--- src/rtl/morse_pkg.sv ---
// Shared types and constants for the Morse encoder: FSM states, symbol codes,
// element limits and per-state unit counts.
package morse_pkg;

  typedef enum logic [2:0] {
    IDLE  = 3'd0,
    MARK  = 3'd1,
    SPACE = 3'd2,
    GAP   = 3'd3,
    WORD  = 3'd4
  } state_t;

  localparam logic [5:0] CODE_SPACE      = 6'd36;
  localparam logic [5:0] CODE_LAST_VALID = 6'd36;
  localparam int         MAX_ELEMS       = 5;

  localparam logic [2:0] DOT_UNITS   = 3'd1;
  localparam logic [2:0] DASH_UNITS  = 3'd3;
  localparam logic [2:0] SPACE_UNITS = 3'd1;
  localparam logic [2:0] GAP_UNITS   = 3'd3;
  localparam logic [2:0] WORD_UNITS  = 3'd4;

endpackage

--- src/rtl/morse_rom.sv ---
// Combinational code -> {element count, pattern} table. Patterns are left-aligned
// so the first element sits in bit 4 (1 = dash); unused and invalid codes give zero.
module morse_rom
  import morse_pkg::*;
(
  input  logic [5:0] code,
  output logic [2:0] len,
  output logic [MAX_ELEMS-1:0] pattern
);

  always_comb begin
    len     = 3'd0;
    pattern = 5'b00000;
    case (code)
      6'd0:  begin len = 3'd2; pattern = 5'b01000; end  // A .-
      6'd1:  begin len = 3'd4; pattern = 5'b10000; end  // B -...
      6'd2:  begin len = 3'd4; pattern = 5'b10100; end  // C -.-.
      6'd3:  begin len = 3'd3; pattern = 5'b10000; end  // D -..
      6'd4:  begin len = 3'd1; pattern = 5'b00000; end  // E .
      6'd5:  begin len = 3'd4; pattern = 5'b00100; end  // F ..-.
      6'd6:  begin len = 3'd3; pattern = 5'b11000; end  // G --.
      6'd7:  begin len = 3'd4; pattern = 5'b00000; end  // H ....
      6'd8:  begin len = 3'd2; pattern = 5'b00000; end  // I ..
      6'd9:  begin len = 3'd4; pattern = 5'b01110; end  // J .---
      6'd10: begin len = 3'd3; pattern = 5'b10100; end  // K -.-
      6'd11: begin len = 3'd4; pattern = 5'b01000; end  // L .-..
      6'd12: begin len = 3'd2; pattern = 5'b11000; end  // M --
      6'd13: begin len = 3'd2; pattern = 5'b10000; end  // N -.
      6'd14: begin len = 3'd3; pattern = 5'b11100; end  // O ---
      6'd15: begin len = 3'd4; pattern = 5'b01100; end  // P .--.
      6'd16: begin len = 3'd4; pattern = 5'b11010; end  // Q --.-
      6'd17: begin len = 3'd3; pattern = 5'b01000; end  // R .-.
      6'd18: begin len = 3'd3; pattern = 5'b00000; end  // S ...
      6'd19: begin len = 3'd1; pattern = 5'b10000; end  // T -
      6'd20: begin len = 3'd3; pattern = 5'b00100; end  // U ..-
      6'd21: begin len = 3'd4; pattern = 5'b00010; end  // V ...-
      6'd22: begin len = 3'd3; pattern = 5'b01100; end  // W .--
      6'd23: begin len = 3'd4; pattern = 5'b10010; end  // X -..-
      6'd24: begin len = 3'd4; pattern = 5'b10110; end  // Y -.--
      6'd25: begin len = 3'd4; pattern = 5'b11000; end  // Z --..
      6'd26: begin len = 3'd5; pattern = 5'b11111; end  // 0
      6'd27: begin len = 3'd5; pattern = 5'b01111; end  // 1
      6'd28: begin len = 3'd5; pattern = 5'b00111; end  // 2
      6'd29: begin len = 3'd5; pattern = 5'b00011; end  // 3
      6'd30: begin len = 3'd5; pattern = 5'b00001; end  // 4
      6'd31: begin len = 3'd5; pattern = 5'b00000; end  // 5
      6'd32: begin len = 3'd5; pattern = 5'b10000; end  // 6
      6'd33: begin len = 3'd5; pattern = 5'b11000; end  // 7
      6'd34: begin len = 3'd5; pattern = 5'b11100; end  // 8
      6'd35: begin len = 3'd5; pattern = 5'b11110; end  // 9
      default: begin len = 3'd0; pattern = 5'b00000; end
    endcase
  end

endmodule

--- src/rtl/morse_encoder.sv ---
// Morse keyer: accepts one symbol code when idle and keys it out with dot/dash/gap
// timing in units of L cycles, L latched from unit_div/UNIT_COUNT at acceptance.
module morse_encoder
  import morse_pkg::*;
#(
  parameter logic [23:0] UNIT_COUNT = 24'd1_000_000
) (
  input  logic       clk,
  input  logic       reset,
  input  logic [5:0] char_in,
  input  logic       char_valid,
  output logic       char_ready,
  input  logic [7:0] unit_div,
  output logic       key_out,
  output logic       busy,
  output logic       char_done
);

  state_t               state, state_nxt;
  logic [23:0]          pre_cnt, unit_len;
  logic [2:0]           unit_cnt, elem_left, state_units, rom_len;
  logic [MAX_ELEMS-1:0] pattern, rom_pat;
  logic                 accept, load, tick, state_end;

  morse_rom u_rom (
    .code    (char_in),
    .len     (rom_len),
    .pattern (rom_pat)
  );

  assign accept    = char_valid && (state == IDLE);
  assign load      = accept && (char_in <= CODE_LAST_VALID);
  assign tick      = (pre_cnt == unit_len - 24'd1);
  assign state_end = tick && (unit_cnt == state_units - 3'd1);

  assign char_ready = (state == IDLE);
  assign busy       = (state != IDLE);
  assign key_out    = (state == MARK);

  always_comb begin
    state_units = 3'd1;
    case (state)
      MARK:    state_units = pattern[MAX_ELEMS-1] ? DASH_UNITS : DOT_UNITS;
      SPACE:   state_units = SPACE_UNITS;
      GAP:     state_units = GAP_UNITS;
      WORD:    state_units = WORD_UNITS;
      default: state_units = 3'd1;
    endcase
  end

  always_comb begin
    state_nxt = state;
    char_done = 1'b0;
    case (state)
      IDLE: begin
        // Invalid codes are accepted (ready is high) but simply leave us in IDLE.
        if (load) state_nxt = (char_in == CODE_SPACE) ? WORD : MARK;
      end
      MARK:  if (state_end) state_nxt = (elem_left == 3'd1) ? GAP : SPACE;
      SPACE: if (state_end) state_nxt = MARK;
      GAP, WORD: begin
        if (state_end) begin
          state_nxt = IDLE;
          char_done = 1'b1;
        end
      end
      default: state_nxt = IDLE;
    endcase
  end

  always_ff @(posedge clk) begin
    if (reset) state <= IDLE;
    else       state <= state_nxt;
  end

  always_ff @(posedge clk) begin
    if (reset || (state_nxt != state)) begin
      pre_cnt  <= 24'd0;
      unit_cnt <= 3'd0;
    end else if (state != IDLE) begin
      if (tick) begin
        pre_cnt  <= 24'd0;
        unit_cnt <= unit_cnt + 3'd1;
      end else begin
        pre_cnt  <= pre_cnt + 24'd1;
      end
    end
  end

  always_ff @(posedge clk) begin
    if (reset) begin
      unit_len  <= 24'd0;
      pattern   <= '0;
      elem_left <= 3'd0;
    end else if (load) begin
      unit_len  <= (unit_div == 8'd0) ? UNIT_COUNT : {6'b0, unit_div, 10'b0};
      pattern   <= rom_pat;
      elem_left <= rom_len;
    end else if ((state == MARK) && state_end) begin
      pattern   <= pattern << 1;
      elem_left <= elem_left - 3'd1;
    end
  end

endmodule

--- config.mk ---
export PLATFORM = sky130hd
export DESIGN_NAME = morse_encoder
export DESIGN_NICKNAME = d
export VERILOG_FILES = /design/src/rtl/morse_pkg.sv /design/src/rtl/morse_rom.sv /design/src/rtl/morse_encoder.sv
export SDC_FILE = /design/constraint.sdc
export NUM_CORES = 1
export LEC_CHECK = 0
export CAP_MARGIN = 20
export CORE_ASPECT_RATIO = 0.75
export CORE_MARGIN = 2
export CORE_UTILIZATION = 54
export DETAILED_ROUTE_END_ITERATION = 12
export HOLD_SLACK_MARGIN = 0.02
export PLACE_DENSITY = 0.83
export SKIP_CTS_REPAIR_TIMING = 1
export SYNTH_ARGS = -nofsm -noshare
export SYNTH_HDL_FRONTEND = slang
export SYNTH_HIERARCHICAL = 1
export SYNTH_SLANG_ARGS = --single-unit
--- constraint.sdc ---
create_clock -name clk -period 7.4 [get_ports clk]
set_input_delay 1.48 -clock clk [delete_from_list [all_inputs] [get_ports clk]]
set_output_delay 1.48 -clock clk [all_outputs]
set_load 0.02 [all_outputs]
==> metrics.txt, run 1 <==
H-tree depth 2; Sum Neg Setup Slack 0 ns; I/O Pins 21; final hold violations 0; Synth-to-Final Area Change 6.34%; worst-margin pin slew around 1.0 ns; total power just under 600 uW; Min Clock Period, post-route 5.15 ns; Post-synth EDFFs 0; maximum vdd drop 0.0000846 V; relative max-transition margin between 30% and 40%; Crit. Startpoint unit_len[18]; number of warnings issued by yosys 6; Die ar. 7370 um2; clock skew 0.00763 ns; fin nets 464; run status finished clean; CTS tree built; CTS clock-pin slew for the worst setup and hold paths 0.08 ns; ant diodes 0; FF-to-FF path depth 8; worst reg-to-reg setup slack 3.39 ns; clk sinks 47; Setup Viol. Count Final 0; sink of the worst hold path pre_cnt[1]; Syn Inst Count 435; I/O Buffers 20; Worst Setup End Kind output pin; fmax 194 MHz; WL/cell 17.0 um; TritonRoute pass-1 iters 5; synthesized area 3610 um2; Final Cycle Share 69.6%; sequential share of the synthesized area 26.0%; Die Wd 98.4 um; pre-CTS setup slack 2.40 ns; Yosys cell types 80; vias post-DR ~3.3k; Post-Syn Nets between 400 and 500; Cell Rows 25; DIE HEIGHT roughly 75 um; layout cell share with drive strength beyond 1 10.2%; number of DRC markers in iteration 0 approximately 370; Crit Path Class reg2out; number of max-cap violations 0; Worst EP required 5.92 ns; worst-path fanout max 16; Placed Cells 507; Core ar. about 6400 um2; P_leak 0.00132 uW; initial core utilization 56.6%; Reg-to-Reg End pre_cnt[3]; clk buf depth 2; Via density ~6.5; GRT overflow 0; Hold Crit Class reg2reg; largest net degree at the start of global routing 28; Synth Register Bits 47; Main synth FF type dfxtp_1; initial antenna violation count 0; worst hold start pre_cnt[1]; Post-DP HPWL between 6 and 7 mm; Final Worst Setup Slack ~2.2 ns; crit path DAT 3.67 ns; first-pass GRT wire length 14.7 mm; hold slack final 0.481 ns; drc violations 0; Total GRT Usage 24.5%; average size of a mapped cell 8.30 um2; Post-synth ARST share 0%; RD Place Congestion 0.911; Setup crit start kind flip-flop; number of global-route vias before repair slightly above 3k; reg2reg start unit_len[18]; post-route insts no fill 514; clock latency on the worst-skew pair roughly 0.31 ns; RSZ-0062 raised after global routing no; root buffer cell clkbuf_8; TritonCTS Buffers 5; PwrDens 152 nW/um2; Final ANT Viol Nets 0; max-slew violation count 0; total length of routed wires 8.76 mm; Hold Path Depth 2
worst max-delay path, stage by stage, from the launching register on:
cell and delay, ns:
dfxtp_1 0.63, inv_1 0.14, ha_1 0.35, nor4b_1 0.23, a221oi_1 0.59, a2bb2oi_1 0.27
nand4_1 0.21, nor4_1 0.30, clkdlybuf4s50_1 0.65
cells in the final DEF (no fill, tap or decap), types with 14 or more instances in the layout:
cell,n
xnor2_1,17
clkdlybuf4s50_1,20
xor2_1,18
dfxtp_1,47
nor3_1,15
a21oi_1,23
nand3_1,20
o21ai_0,14
nor2_1,23
nand2_1,35
layer usage:
| metal | GRT usage [%] | wire [um] | vias up |
|---|---|---|---|
| met1 | 35.0 | 4200 | 1574 |
| met4 | 8.07 | 114 | 0 |
| li1 | - | - | 1624 |
| met3 | 4.83 | 679 | 13 |
| met5 | 0 | 0 | - |
| met2 | 37.6 | 3770 | 135 |
report_power, final:
group | internal, uW | leakage [uW] | total (uW) | switching (uW)
clock network | 63.1 | 0.0000371 | 146 | 82.9
registers | 260 | 0.000381 | 273 | 13.1
logic | 68.9 | 0.000901 | 166 | 97.2
total | 392 | 0.00132 | 585 | 193
logic make-up (layout without fill, tap and decap cells):
logic type | Yosys count | count (layout) | share of synthesized area [%]
simple gates | 186 | 186 | 30.7
compound gates | 106 | 106 | 22.0
xor+xnor | 35 | 35 | 8.49
flops | 47 | 47 | 26.0
mux | 4 | 4 | 1.84
fa+ha+maj | 13 | 13 | 4.50
buf+inv | 44 | 42 | 6.44
per-stage QoR:
step	instance area [um2]	util, %
floorplan	3610	-
global placement	3740	58.6
detailed placement	3740	58.6
CTS	3810	59.8
global route	3840	60.2
finish	3840	60.2
layout make-up:
class / count / area (um2)
multi-input cells: 344 / 2440
inverters: 14 / 52.6
well taps: 81 / 101
repair buffers: 22 / 235
fillers: 564 / 2540
clock buffers: 6 / 72.6
flip-flops and latches: 47 / 941
flip-flops by register name, summed over array words and instances, names as in the netlist:
name	count
state	3
pre_cnt	24
unit_len	9
pattern	5
unit_cnt	3
elem_left	3
Yosys cell counts, drive strengths merged (5+ instances only):
master	instances	area, um2
nor3	28	211
a211oi	6	50.1
clkbuf	15	56.3
nand3b	5	37.5
o21ai	17	88.8
and3	6	37.5
nand2	35	131
ha	13	163
or3b	5	43.8
or3	5	31.3
nand4	13	81.3
nand3	20	100
dfxtp	47	941
xor2	18	158
nand2b	10	62.6
nor2	24	92.6
o211ai	9	72.6
o31ai	6	45.0
a21oi	23	115
xnor2	17	149
buf	15	124
inv	14	52.6
nor4	11	83.8
worst max path at each step:
| stage | depth (start not counted) | slack [ns] | to |
|---|---|---|---|
| floorplan | 9 | 3.09 | char_done |
| global placement | 8 | 2.56 | pre_cnt[6] |
| detailed placement | 8 | 2.40 | pre_cnt[3] |
| CTS | 8 | 2.28 | char_done |
| global route | 8 | 2.03 | char_done |
| finish | 8 | 2.25 | char_done |
Power figures use the tool's default switching activity.
==> inputs of run 2 (changes only) <==
==> constraint.sdc (replaced) <==
create_clock -name clk -period 5.26 [get_ports clk]
set_input_delay 1.052 -clock clk [delete_from_list [all_inputs] [get_ports clk]]
set_output_delay 1.052 -clock clk [all_outputs]
set_load 0.02 [all_outputs]
==> metrics.txt, run 2 (synthesis gave the netlist of run 1 again) <==
run status finished clean; PwrDens 229 nW/um2 (+50%); Setup crit end char_done; Die ar. 7370 um2 (unchanged); Min Clock Period, post-route approximately 4.7 ns; Worst Setup End Kind output pin; drc violations 0 (unchanged); FILL cells 575 (+2.0%); vias post-DR 3434 (+2.6%); design area 3880 um2 (+0.91%); Core ar. 6380 um2 (unchanged); Cell Rows 25 (unchanged); DIE HEIGHT 74.8 um (unchanged); Setup crit start kind flip-flop; fin nets 466 (+0.43%); Worst EP required 4.21 ns (-1.71 ns); RD Place Congestion 0.895 (-1.8%); clock latency on the worst-skew pair 0.31 ns (about the same); crit path DAT 3.68 ns (about the same); H-tree depth 2 (unchanged); Reg-to-Reg End pre_cnt[10]; worst-path cell chain inv_1 -> ha_1 -> or4b_2 -> a211oi_2 -> a2bb2oi_1 -> nand4_1 -> nor4_1 -> clkdlybuf4s50_1; CTS tree built; GRT overflow 0 (unchanged); CTS clock-pin slew for the worst setup and hold paths 0.10 ns (+0.02 ns); Total GRT Usage 24.6% (+0.096 points); initial core utilization 56.6% (unchanged); I/O Pins 21 (unchanged); reg2reg start unit_len[18]; first-pass GRT wire length 14.9 mm (+1.2%); layout cell share with drive strength beyond 1 11.2% (+1.1 points); Setup Viol. Count Final 0 (unchanged); clk sinks 47 (unchanged); slowest cell on the critical path or4b_2; worst reg-to-reg setup slack 1.46 ns (-1.93 ns); Final ANT Viol Nets 0 (unchanged); number of DRC markers in iteration 0 355 (-2.7%); I/O Buffers 20 (unchanged); FF-to-FF path depth 8 (unchanged); Die Wd 98.4 um (unchanged); WL/cell 16.9 um (-0.87%); register bank with the most flops pre_cnt; M2 GR Usage 37.2% (-0.38 points); clk buf depth 2 (unchanged); max-slew violation count 0 (unchanged); Post-Place Cell Area 3760 um2 (+0.60%); Via density 6.63 (+1.8%); met1 GRT Util 36.2% (+1.2 points); worst-margin pin slew 0.979 ns (-0.0523 ns); initial antenna violation count 0 (unchanged); RSZ-0062 raised after global routing no; clock skew 0.0115 ns (+0.00386 ns); most frequent cells in the layout 47 x dfxtp_1, 35 x nand2_1, 23 x nor2_1, 23 x a21oi_1; Crit. Startpoint unit_len[18]; fmax about 210 MHz; TritonRoute pass-1 iters 5 (unchanged); TritonCTS Buffers 5 (unchanged); maximum vdd drop 0.000125 V (+48%); met3 usage 4.92% (+0.093 points); ant diodes 0 (unchanged); worst-path fanout max 16 (unchanged); Hold Crit Class reg2reg; GRT busiest layer met2; total length of routed wires 8.75 mm (-0.10%); CP peak stage delay 0.71 ns (+0.06 ns); worst hold start pre_cnt[1]; max reg flops 24 (unchanged); Post-DP HPWL 6.32 mm (+0.58%); leading cell type in the layout, fill and taps excluded dfxtp_1; final hold violations 0 (unchanged); number of max-cap violations 0 (unchanged); Synth-to-Final Area Change 7.31%; Crit Path Class reg2out; largest net degree at the start of global routing 28 (unchanged); top flop regs pre_cnt x24, unit_len x9, pattern x5; P_leak 0.00134 uW (+1.7%); relative max-transition margin 34.5% (+3.5 points); number of global-route vias before repair 3103 (+0.81%); root buffer cell clkbuf_8; Final Cycle Share around 90%; Sum Neg Setup Slack 0 ns (unchanged)
## run 2: cell types whose count changed in the layout (fill, tap and decap cells not counted), sizes merged
cell / before / now
buf: 2 / 4
clkbuf: 6 / 5
bufinv: 0 / 1
clkinv: 0 / 2
## run 2: metal layers
layer	up-vias	part of all wire [%]
met1	1634	47
met2	161	43
met5	-	0
met4	0	1.1
met3	12	8.9
li1	1627	-
## run 2: critical path, delay by kind of cell, from the launching register on
family          cells  cell delay, ns
flops               1            0.46
simple gates        3            1.25
compound gates      2            0.54
buf+inv             2            0.80
fa+ha+maj           1            0.33
## run 2: how the worst min path moves through the flow
stage            endpoint  slack [ns]  cells past startpoint
3_5_place_dp   pre_cnt[1]        0.46                      2
3_3_place_gp   pre_cnt[1]        0.46                      2
6_report       pre_cnt[1]        0.50                      2
4_1_cts        pre_cnt[1]        0.50                      2
5_1_grt        pattern[2]        0.53                      2
2_1_floorplan  pre_cnt[1]        0.45                      2
## run 2: power by group
group,internal (uW),switching (uW)
Sequential,366,16.7
Clock,142,128
Combinational,95.4,138
Total,603,283
## run 2: metrics by stage
step / power (uW) / std cells / hold slack, ns / util, % / setup WS [ns]
floorplan: 564 / 435 / 0.447 / - / 1.38
global placement: 610 / 510 / 0.461 / 59.0 / 1.10
detailed placement: 618 / 510 / 0.465 / 59.0 / 0.970
CTS: 885 / 518 / 0.498 / 60.7 / 0.583
global route: 925 / 518 / 0.528 / 60.7 / 0.316
finish: 886 / 518 / 0.498 / 60.7 / 0.529
## run 2: area by class of cell
class,instances,area [um2],share of cell area [%]
repair buffers,24,230,5.94
clock inverters,3,43.8,1.13
flip-flops and latches,47,941,24.3
inverters,14,52.6,1.36
clock buffers,5,68.8,1.78
multi-input cells,344,2440,62.9
well taps,81,101,2.61
==> patch 1 (flow settings as in run 2) <==
Register the input `unit_div` before use, with the module's reset. The logic sees it one clock later. The other inputs are not delayed to match. Comments in the files are not updated.
--- a/src/rtl/morse_encoder.sv
+++ b/src/rtl/morse_encoder.sv
@@ -17,2 +17,12 @@
 );
+
+  logic [7:0] unit_div_q;
+
+  always_ff @(posedge clk) begin
+    if (reset) begin
+      unit_div_q <= '0;
+    end else begin
+      unit_div_q <= unit_div;
+    end
+  end
 
@@ -95,3 +105,3 @@
     end else if (load) begin
-      unit_len  <= (unit_div == 8'd0) ? UNIT_COUNT : {6'b0, unit_div, 10'b0};
+      unit_len  <= (unit_div_q == 8'd0) ? UNIT_COUNT : {6'b0, unit_div_q, 10'b0};
       pattern   <= rom_pat;
Function: no difference found for any inputs over 10 cycles, from zero or initial values and one cycle with reset high; that may be too few to reach the edited logic, so the function may still have changed.
==> patch 1 against run 2 <==
Sequential power is 16% higher. Utilization up 0.48 points. Hold slack got worse by 0.039 ns. Worst setup slack improved by 0.38 ns. Power increased by 5.5%. Synthesized area shrank 1.1%. Sequential cell count rose by 8. Clock power grew 8.5%. Routed wire length down 7.7%. Count of clock-buffer cells in the layout did not move. Non-clock buffer count unchanged. Final area grew 0.29%.
==> patch 1: results (changes against run 2) <==
[cells_and_area]
nets=460  ; -1.3%
buf_share_pct=5.92  ; -0.017 points
clk_share_pct=2.99  ; +0.088 points
nFillCells=568  ; -1.2%
top_regs=pre_cnt (24), unit_len (9), unit_div_q (8)
multi_input_cells=335  ; -2.6%
final_area_sq_um=3890  ; +0.29%
seq_area_sq_um=1100  ; +17%
drive_gt1_share_pct=5.32  ; -5.9 points

[yosys]
synth-seq-area-share_pct=30.8  ; +4.8 points
synthXorXnorAreaFrac_pct=10.1  ; +1.6 points
yosys.cell_types.count=66  ; -18%
synth_compound_area_share_pct=14.2  ; -7.9 points
synth_commonest_cells=dfxtp_1, nor3_1, nand2_1

[global_routing]
met2_usage_pct=36.4  ; -0.81 points
met3_usage_pct=3.95  ; -0.97 points
grt_max_degree=34  ; +21%
grt_pass1_vias=2975  ; -4.1%
groute.usage.overall_pct=23.4  ; -1.2 points

[setup_path]
cp.arrival_ns=3.30  ; -0.38 ns
rr_endpoint=pre_cnt[16]
cp_max_fo=9  ; -7
max_stage_delay_ns=0.67  ; -0.04 ns
r2r_cells=9  ; +1

[drt]
wl_met3_microns=509  ; -35%
dr_wl_met2_mm=3.54  ; -6.2%
drtIter0Drc=320  ; -9.9%
met1Wirelength_mm=3.92  ; -4.4%

[place]
dp_hpwl_mm=5.95  ; -5.9%
place_congestion=0.930  ; +3.9%

[run_status]
status=completed

[pwr]
leakagePower_nw=1.38  ; +2.6%
ir_drop_mv=0.137  ; +9.8%

[sta]
maxSlewHeadroom_pct=52.8  ; +18 points

## patch 1: power by group through the flow
stage	registers [mW]	logic (mW)	clock network, mW
2_1_floorplan	0.447	0.151	0
3_3_place_gp	0.453	0.185	0
3_5_place_dp	0.454	0.194	0
4_1_cts	0.444	0.194	0.298
5_1_grt	0.446	0.217	0.314
6_report	0.445	0.197	0.293
## patch 1: per-stage QoR
stage / setup slack [ns] / hold WS [ns] / power (mW) / std cells
floorplan: 1.73 / 0.432 / 0.599 / 426
global placement: 1.35 / 0.440 / 0.638 / 505
detailed placement: 1.33 / 0.446 / 0.648 / 505
CTS: 0.935 / 0.462 / 0.937 / 513
global route: 0.700 / 0.484 / 0.977 / 513
finish: 0.905 / 0.459 / 0.935 / 513
## patch 1: worst max-delay path, delay by kind of cell (launching register included)
family,cells,cell delay (ns)
fa+ha+maj,1,0.32
buf+inv,2,0.78
flops,1,0.58
simple gates,3,0.79
compound gates,3,0.52
==> patch 2 (settings of run 2) <==
Without the edit above. Change the package constant `MAX_ELEMS` from 5 to 6.
--- a/src/rtl/morse_pkg.sv
+++ b/src/rtl/morse_pkg.sv
@@ -14,3 +14,3 @@
   localparam logic [5:0] CODE_LAST_VALID = 6'd36;
-  localparam int         MAX_ELEMS       = 5;
+  localparam int         MAX_ELEMS       = 6;
 
Behaviour: same outputs for any inputs over 10 cycles, from zero or initial values and one cycle with reset high; that may be too few to reach the edited logic, so the function may still have changed.
==> patch 2 against run 2 <==
Register-to-register slack improved by 0.45 ns. Global-route usage decreased by 1.8 points. Routed wire length decreased by 15%. Worst setup slack improved by 0.33 ns. Clock skew decreased by 0.0060 ns. Via count decreased by 13%. Sequential cell count increased by 1. Non-clock buffer count decreased by 3. Hold slack got worse by 0.017 ns. Final area decreased by 7.8%. Fmax increased by 7.5%. Power decreased by 7.1%. Synthesized area decreased by 8.8%. Count of clock-buffer cells in the layout unchanged.
==> patch 2: results (changes against run 2) <==
[place]
pre_cts_ws_ns=1.20  ; +0.229 ns
dp_hpwl_mm=5.45  ; -14%
place_congestion=0.976  ; +9.1%
port_buffers=20  ; unchanged

[cells_and_area]
drive_gt1_share_pct=9.11  ; -2.1 points
nFillCells=495  ; -14%
top_regs=pre_cnt (24), unit_len (9), pattern (6)
nets=446  ; -4.3%

[setup_path]
r2r_slack_ns=1.91  ; +0.45 ns
cp.arrival_ns=3.35  ; -0.33 ns
worstSetupPathType=reg -> out
rr_endpoint=elem_left[2]
cp_max_fo=9  ; -7
r2r-start=unit_len[11]

[sta]
worst_clock_skew_ns=0.00552  ; -0.00596 ns
maxSlewHeadroom_pct=47.3  ; +13 points

[pwr]
p_switching_mw=0.238  ; -16%
ir_drop_mv=0.150  ; +20%
leakagePower_nw=1.31  ; -2.6%

[global_routing]
grt_pass1_vias=2702  ; -13%
groute.usage.overall_pct=22.7  ; -1.8 points
grt_pass1_wl_mm=12.5  ; -16%
grt_max_degree=27  ; -3.6%

[run_status]
status=completed

[hold_path]
hold_depth=2  ; unchanged
hold_end=pattern[0]
worstHoldStart=pattern[0]

[yosys]
ys_top_cells_by_area=dfxtp_1, xor2_1, nor2_1, nand2_1, ha_1
yosys.cell_types.count=73  ; -8.8%
synth-seq-area-share_pct=29.2  ; +3.1 points
synth_commonest_cells=dfxtp_1, nor2_1, nand2_1
syn-num-nets=441  ; -5.2%

[drt]
drtIter0Drc=231  ; -35%
via_per_inst=6.05  ; -8.7%
routed_wl_mm=7.47  ; -15%

[clock_tree]
cts_buffer_depth=2  ; unchanged

-- patch 2: how the worst max path moves through the flow --
stage,start,end,slack [ns],cells after the start
2_1_floorplan,unit_len[10],char_done,1.83,10
3_3_place_gp,state[2],char_done,1.27,9
3_5_place_dp,state[2],char_done,1.20,9
4_1_cts,state[2],char_done,0.85,9
5_1_grt,state[2],char_done,0.73,9
6_report,state[2],char_done,0.86,9
-- patch 2: cell type report --
type	instances	area, sq um	area share, %
Timing Repair Buffer	21	208	5.81
Clock buffer	5	68.8	1.93
Clock inverter	3	42.5	1.19
Multi-Input combinational cell	322	2130	59.5
Inverter	18	67.6	1.89
Tap cell	78	97.6	2.73
Sequential cell	48	961	26.9
-- patch 2: logic make-up (layout without fill, tap and decap cells) --
kind of cell / Yosys count / in the layout / synth area share [%]
flops: 48 / 48 / 29.2
simple gates: 173 / 173 / 27.0
xor+xnor: 38 / 38 / 10.1
other cells: 1 / 1 / 0.114
mux: 10 / 10 / 3.88
compound gates: 87 / 87 / 18.6
buf+inv: 41 / 47 / 6.23
fa+ha+maj: 13 / 13 / 4.94
-- patch 2: power by group through the flow --
stage                     sequential, mW  combinational (mW)  clock, mW
after global routing               0.390               0.186      0.283
after CTS                          0.388               0.166      0.270
final                              0.388               0.169      0.266
after global placement             0.395               0.159          0
after floorplan                    0.390               0.126          0
after detailed placement           0.396               0.164          0
-- patch 2: routing by layer --
metal,track usage [%],share of wire (%),up-vias
met1,32.9,49,1411
met5,0,0,-
li1,-,-,1472
met2,35.6,44,103
met4,5.31,0.92,0
met3,4.10,5.3,11
-- patch 2: critical path, stage by stage (launching register included) --
cell and delay, ns:
dfxtp_1 0.40, nor2b_1 0.27, o21ai_0 0.14, ha_1 0.21
xor2_1 0.16, or3_1 0.31, a21oi_1 0.58, nand4_1 0.17
a21oi_1 0.19, clkdlybuf4s50_1 0.63
-- patch 2: stage by stage --
step	area [sq um]	hold WS, ns	cells
after floorplan	3290	0.447	411
after global placement	3460	0.455	487
after detailed placement	3460	0.468	487
after CTS	3570	0.481	495
after global routing	3570	0.516	495
final	3570	0.481	495
